<file path="src/rtl/u409_pkg.sv">
// Shared decode constants, state encoding and select vector for the U409 cycle decoder.
// Latency: n/a (package only).
// Backpressure: n/a (package only).
package u409_pkg;

  // A[31:16] value of the Zorro III AUTOCONFIG space
  localparam logic [15:0] AC_SPACE_HI = 16'hFF00;

  // Window sizes as log2 of bytes: LIDE 128K, bridge 64K, Prometheus 256MB
  localparam int LIDE_WIN_LG2   = 17;
  localparam int BRIDGE_WIN_LG2 = 16;
  localparam int PRO_WIN_LG2    = 28;

  // Default ack timeout and counter width (2**CNT_W must exceed the timeout)
  localparam int TIMEOUT_CYC_DEF = 1023;
  localparam int CNT_W_DEF       = 10;

  typedef enum logic [1:0] {
    IDLE   = 2'd0,
    DECODE = 2'd1,
    WAIT   = 2'd2,
    TERM   = 2'd3
  } state_t;

  // One bit per target; at most one bit is ever set
  typedef struct packed {
    logic ac;
    logic lide;
    logic bridge;
    logic pro;
  } sel_t;

  // Mask over A[31:16] covering the address bits above a naturally aligned window
  function automatic logic [15:0] win_mask(input int lg2);
    win_mask = 16'hFFFF << (lg2 - 16);
  endfunction

endpackage

</file>
<file path="src/rtl/u409_window_match.sv">
// Combinational window compare of a latched A[31:16] against an aligned base and mask.
// Latency: combinational, zero cycles.
// Backpressure: none; pure function of its inputs.
module u409_window_match (
  input  logic [15:0] addr,
  input  logic [15:0] base,
  input  logic [15:0] mask,
  input  logic        en,
  output logic        hit
);

  // Window hits when enabled and every masked address bit equals the base
  assign hit = en && ((addr & mask) == base);

endmodule

</file>
<file path="src/rtl/u409_cycle_decode.sv">
// Decodes 68040 cycles onto the U409 targets, holds one select and merges acks into TA/TEA.
// Latency: TSn sampled -> DECODE -> select after the next edge; sampled ack -> TA_OUT after that edge.
// Backpressure: one cycle in flight; TSn while BUSY is ignored, silent targets are ended by TEA.
module u409_cycle_decode
  import u409_pkg::*;
#(
  parameter int TIMEOUT_CYC = TIMEOUT_CYC_DEF,
  parameter int CNT_W       = CNT_W_DEF
) (
  input  logic        CLK40,
  input  logic        RESETn,
  input  logic        TSn,
  input  logic [15:0] A,
  input  logic        CONFIGURED,
  input  logic [7:0]  BRIDGE_BASE,
  input  logic [6:0]  LIDE_BASE,
  input  logic [2:0]  PRO_BASE,
  input  logic        AC_TACK,
  input  logic        LIDE_ACK,
  input  logic        BRIDGE_ACK,
  input  logic        PRO_ACK,
  output logic        AUTOCONFIG_SPACE,
  output logic        AC_SEL,
  output logic        LIDE_SEL,
  output logic        BRIDGE_SEL,
  output logic        PRO_SEL,
  output logic        TA_OUT,
  output logic        TEA_OUT,
  output logic        BUSY
);

  localparam logic [15:0]      LIDE_MASK   = win_mask(LIDE_WIN_LG2);
  localparam logic [15:0]      BRIDGE_MASK = win_mask(BRIDGE_WIN_LG2);
  localparam logic [15:0]      PRO_MASK    = win_mask(PRO_WIN_LG2);
  localparam logic [CNT_W-1:0] TMO_LAST    = CNT_W'(TIMEOUT_CYC);

  state_t            state_q, state_d;
  sel_t              sel_q, sel_d;
  logic [15:0]       a_q, a_d;
  logic              cfg_q, cfg_d;
  logic [CNT_W-1:0]  cnt_q, cnt_d;
  logic              ta_q, ta_d;
  logic              tea_q, tea_d;
  logic              hit_ac, hit_lide, hit_bridge, hit_pro;
  logic              ack_hit;

  // Live AUTOCONFIG space flag for the AUTOCONFIG stage, independent of reset
  assign AUTOCONFIG_SPACE = (A == AC_SPACE_HI) && !CONFIGURED;

  // Window compares run on the address and CONFIGURED captured at TSn
  u409_window_match u_win_ac (
    .addr (a_q),
    .base (AC_SPACE_HI),
    .mask (16'hFFFF),
    .en   (!cfg_q),
    .hit  (hit_ac)
  );

  u409_window_match u_win_lide (
    .addr (a_q),
    .base ({LIDE_BASE, 9'd0}),
    .mask (LIDE_MASK),
    .en   (cfg_q),
    .hit  (hit_lide)
  );

  u409_window_match u_win_bridge (
    .addr (a_q),
    .base ({BRIDGE_BASE, 8'd0}),
    .mask (BRIDGE_MASK),
    .en   (cfg_q),
    .hit  (hit_bridge)
  );

  u409_window_match u_win_pro (
    .addr (a_q),
    .base ({PRO_BASE, 13'd0}),
    .mask (PRO_MASK),
    .en   (cfg_q),
    .hit  (hit_pro)
  );

  // Only the ack of the currently selected target can end the cycle
  assign ack_hit = (sel_q.ac     & AC_TACK)
                 | (sel_q.lide   & LIDE_ACK)
                 | (sel_q.bridge & BRIDGE_ACK)
                 | (sel_q.pro    & PRO_ACK);

  // Next-state and next-output logic of the cycle tracker
  always_comb begin
    state_d = state_q;
    sel_d   = sel_q;
    a_d     = a_q;
    cfg_d   = cfg_q;
    cnt_d   = cnt_q;
    ta_d    = 1'b0;
    tea_d   = 1'b0;
    case (state_q)
      IDLE: begin
        if (!TSn) begin
          a_d     = A;
          cfg_d   = CONFIGURED;
          state_d = DECODE;
        end
      end
      DECODE: begin
        // Fixed priority AC > LIDE > BRIDGE > PRO; no hit means another board owns the cycle
        sel_d   = '0;
        cnt_d   = '0;
        state_d = WAIT;
        if (hit_ac) begin
          sel_d.ac = 1'b1;
        end else if (hit_lide) begin
          sel_d.lide = 1'b1;
        end else if (hit_bridge) begin
          sel_d.bridge = 1'b1;
        end else if (hit_pro) begin
          sel_d.pro = 1'b1;
        end else begin
          state_d = IDLE;
        end
      end
      WAIT: begin
        // Ack is tested before the timeout so a same-cycle ack still yields TA
        if (ack_hit) begin
          sel_d   = '0;
          ta_d    = 1'b1;
          state_d = TERM;
        end else if (cnt_q == TMO_LAST) begin
          sel_d   = '0;
          tea_d   = 1'b1;
          state_d = TERM;
        end else begin
          cnt_d = cnt_q + 1'b1;
        end
      end
      TERM: begin
        state_d = IDLE;
      end
      default: begin
        sel_d   = '0;
        state_d = IDLE;
      end
    endcase
  end

  // State, capture and output registers with synchronous active-low reset
  always_ff @(posedge CLK40) begin
    if (!RESETn) begin
      state_q <= IDLE;
      sel_q   <= '0;
      a_q     <= '0;
      cfg_q   <= 1'b0;
      cnt_q   <= '0;
      ta_q    <= 1'b0;
      tea_q   <= 1'b0;
    end else begin
      state_q <= state_d;
      sel_q   <= sel_d;
      a_q     <= a_d;
      cfg_q   <= cfg_d;
      cnt_q   <= cnt_d;
      ta_q    <= ta_d;
      tea_q   <= tea_d;
    end
  end

  assign AC_SEL     = sel_q.ac;
  assign LIDE_SEL   = sel_q.lide;
  assign BRIDGE_SEL = sel_q.bridge;
  assign PRO_SEL    = sel_q.pro;
  assign TA_OUT     = ta_q;
  assign TEA_OUT    = tea_q;
  assign BUSY       = (state_q != IDLE);

endmodule
</file>
<file path="config.mk">
export PLATFORM = sky130hd
export DESIGN_NAME = u409_cycle_decode
export DESIGN_NICKNAME = d
export VERILOG_FILES = /design/src/rtl/u409_pkg.sv /design/src/rtl/u409_window_match.sv /design/src/rtl/u409_cycle_decode.sv
export SDC_FILE = /design/constraint.sdc
export NUM_CORES = 1
export LEC_CHECK = 0
export CORE_MARGIN = 4
export CORE_UTILIZATION = 40
export DETAILED_ROUTE_END_ITERATION = 10
export PLACE_DENSITY = 0.77
export RECOVER_POWER = 25
export SYNTH_ARGS = -nofsm -noshare
export SYNTH_HDL_FRONTEND = slang
export SYNTH_SLANG_ARGS = --single-unit
</file>
<file path="constraint.sdc">
create_clock -name CLK40 -period 5.66 [get_ports CLK40]
set_clock_uncertainty 0.1 [all_clocks]
set_input_delay 1.415 -clock CLK40 [delete_from_list [all_inputs] [get_ports CLK40]]
set_output_delay 1.415 -clock CLK40 [all_outputs]
set_load 0.05 [all_outputs]
</file>
==> impl_metrics.env <==
export IMPL_drive_gt1_share_pct=4.20
export IMPL_outcome="finished clean"
export IMPL_setup_viol=0
export IMPL_power_leakage_nw=0.903
export IMPL_wl_met2_mm=2.24
export IMPL_fin_crit_sh_pct=83.6
export IMPL_initial_core_util_pct=41.2
export IMPL_dpl_hpwl_mm=3.54
export IMPL_synth_flop_cell="dfxtp_1"
export IMPL_yosysMostFrequentCell="nand2_1"
export IMPL_vias=1838
export IMPL_synth_top_family_by_area="simple AND/OR/NAND/NOR gates"
export IMPL_synthSimpleGateAreaFrac_pct=28.7
export IMPL_ys_seq_area_share_pct=36.0
export IMPL_ys_warn_count=0
export IMPL_wl_mm=4.64
export IMPL_core_area_mm2=0.00472
export IMPL_start_kind="input pin"
export IMPL_cellPowerDensity_mw_per_mm2=220
export IMPL_syn_to_final_growth_pct=30.4
export IMPL_fp_dieArea_mm2=0.00604
export IMPL_crit_required_ns=4.14
export IMPL_design_area_mm2=0.00254
export IMPL_synth_compound_area_share_pct=18.1
export IMPL_drtPass1Iterations=4
export IMPL_rsz0062_at_grt="false"
export IMPL_slew_headroom_pct=31.9
export IMPL_antenna_found_initial=0
export IMPL_synth_edf_count=0
export IMPL_remaining_drc_errors=0
export IMPL_wl_met1_mm=2.02
export IMPL_cts_tree="done"
export IMPL_grt_use_total_pct=15.7
export IMPL_synth_distinct_cells=47
export IMPL_synth_area_top_cells="dfxtp_1 (36%), nand2_1 (10%), xnor2_1 (6.3%)"
export IMPL_path_class="input pin to output port"
export IMPL_vias_per_cell=5.21
export IMPL_synth_fa_ha_area_share_pct=3.22
export IMPL_stdcell_count=353
export IMPL_clk_latency_ns=0.29
export IMPL_peakVddDrop_mv=0.114
export IMPL_rrSetupSlack_ns=3.50
export IMPL_drv_slew=0
export IMPL_io_pins=50
export IMPL_cts_buffers=5
export IMPL_dpl_instance_area_mm2=0.00245
export IMPL_synth_area_mux_share_pct=0
export IMPL_async_reset_ff_share_pct=0
export IMPL_worst_slew_pin_transition_ns=1.02
export IMPL_grt_pass1_vias=1749
export IMPL_synth_top_cell_by_area="dfxtp_1"
export IMPL_grt_pass1_wl_mm=7.60
export IMPL_fillCellCount=460
export IMPL_dpl_cell_count=345
export IMPL_cts_root_buf="clkbuf_8"
export IMPL_dieWidth_um=77.7
export IMPL_highest_layer="met4"
export IMPL_netlist_area_leader_share_pct=36.0
export IMPL_preCtsSetupSlack_ns=0.911
export IMPL_cp_max_fo=2
export IMPL_diodes=0
export IMPL_portBuffers=49
export IMPL_drt_iter0_markers=90
export IMPL_htree_levels=2
export IMPL_finalSetupTns_ns=0
export IMPL_cp_arrival_ns=3.22
export IMPL_synth_fp_nets=289
export IMPL_fp_dieH_um=77.7
export IMPL_cp_end_kind="output port"
export IMPL_overflow=0
export IMPL_synth_seq_cells=35
export IMPL_post_drt_wl_per_cell_um=13.1
export IMPL_final_hold_violation_count=0
export IMPL_synth_xor_area_share_pct=9.00
export IMPL_max_clock_path_buffers=2
export IMPL_max_freq_mhz=211
export IMPL_grt_max_degree=23
export IMPL_nets=332
export IMPL_layout_setup_ws_ns=0.929
export IMPL_syn_area_mm2=0.00195
export IMPL_yosys_top_cells_count="nand2_1 (52), dfxtp_1 (35), a21oi_1 (22)"
export IMPL_clkSlewWorstSetupHoldPaths_ns=0.06
export IMPL_post_cts_resized=0
export IMPL_post_synth_cell_area_avg_um2=8.04
export IMPL_synthCells=242
export IMPL_layout_min_cycle_time_ns=4.73
export IMPL_cts_sinks=35
export IMPL_cap_violations=0
export IMPL_ctsHoldBuffers=0
export IMPL_wl_met3_um=320
export IMPL_whs_ns=0.352
export IMPL_ant_nets=0
export IMPL_worstHoldPathType="register to register"
export IMPL_num_rows=25
export IMPL_place_congestion=0.888
export IMPL_cts_setup_buffers=0
final timing paths:
| check | startpoint | to | depth (start not counted) |
|---|---|---|---|
| worst min register to register | a_q[7] | a_q[7] | 2 |
| worst min-delay path | a_q[7] | a_q[7] | 2 |
| worst max-delay path | A[0] | AUTOCONFIG_SPACE | 5 |
| worst max register to register | AC_SEL | cnt_q[9] | 5 |
critical path: stages:
cell and delay [ns]:
clkdlybuf4s50_1 0.43, nor4_1 0.31, nand4_1 0.13, nor2_1 0.12
clkdlybuf4s50_1 0.81
cell type report:
cell class                 instances  area [µm²]  area share, %
clock buffer                       8         100           3.94
inverter                           6        22.5          0.888
multi-input combinational        188        1140           44.9
sequential                        35         701           27.6
tap                               67        83.8           3.30
timing repair buffer              49         490           19.3
metrics by stage:
| step | utilization [%] | total power [W] |
|---|---|---|
| final | 53.7 | 0.000558 |
| after global routing | 53.7 | 0.000584 |
| after CTS | 53.9 | 0.000563 |
| after detailed placement | 51.8 | 0.000364 |
| after global placement | 51.8 | 0.000362 |
| after floorplan | - | 0.000320 |
kinds of logic after synthesis:
kind of cell | Yosys count
buffers and inverters | 19
DFF | 35
AOI/OAI and AO/OA | 52
adders and majority gates | 5
and+or+nand+nor | 111
xor gates and xnor gates | 20
layer usage:
layer  track usage (%)  up-vias
met5                 0        -
met4              5.69        0
met3              6.03        7
met2              26.7       51
met1              17.6      839
li1                  -      941
cell usage in the layout, fill, tap and decap left out, types with 3 or more instances in the layout:
cell	instances
or3_1	5
nor3_1	5
o21ai_0	3
nand4_1	5
o21a_1	4
nand3_1	11
o31ai_1	4
dfxtp_1	35
clkdlybuf4s50_1	47
nand2_1	52
xnor2_1	14
clkbuf_8	7
ha_1	5
xor2_1	6
a21oi_1	22
a21boi_0	3
nor2_1	9
inv_1	6
nand2b_1	3
nor4_1	5
registers in the layout (all words and copies together), names as in the netlist, named ones only:
signal      count
AC_SEL          1
BRIDGE_SEL      1
LIDE_SEL        1
PRO_SEL         1
TA_OUT          1
TEA_OUT         1
a_q            16
cfg_q           1
cnt_q          10
state_q         1
power by group:
part | total, W | leakage (nW) | internal [W] | switching (W)
clock network | 0.000200 | 0.0515 | 0.000111 | 0.0000894
registers | 0.000264 | 0.285 | 0.000255 | 0.00000899
logic | 0.0000936 | 0.566 | 0.0000492 | 0.0000444
Power figures use the tool's default switching activity.
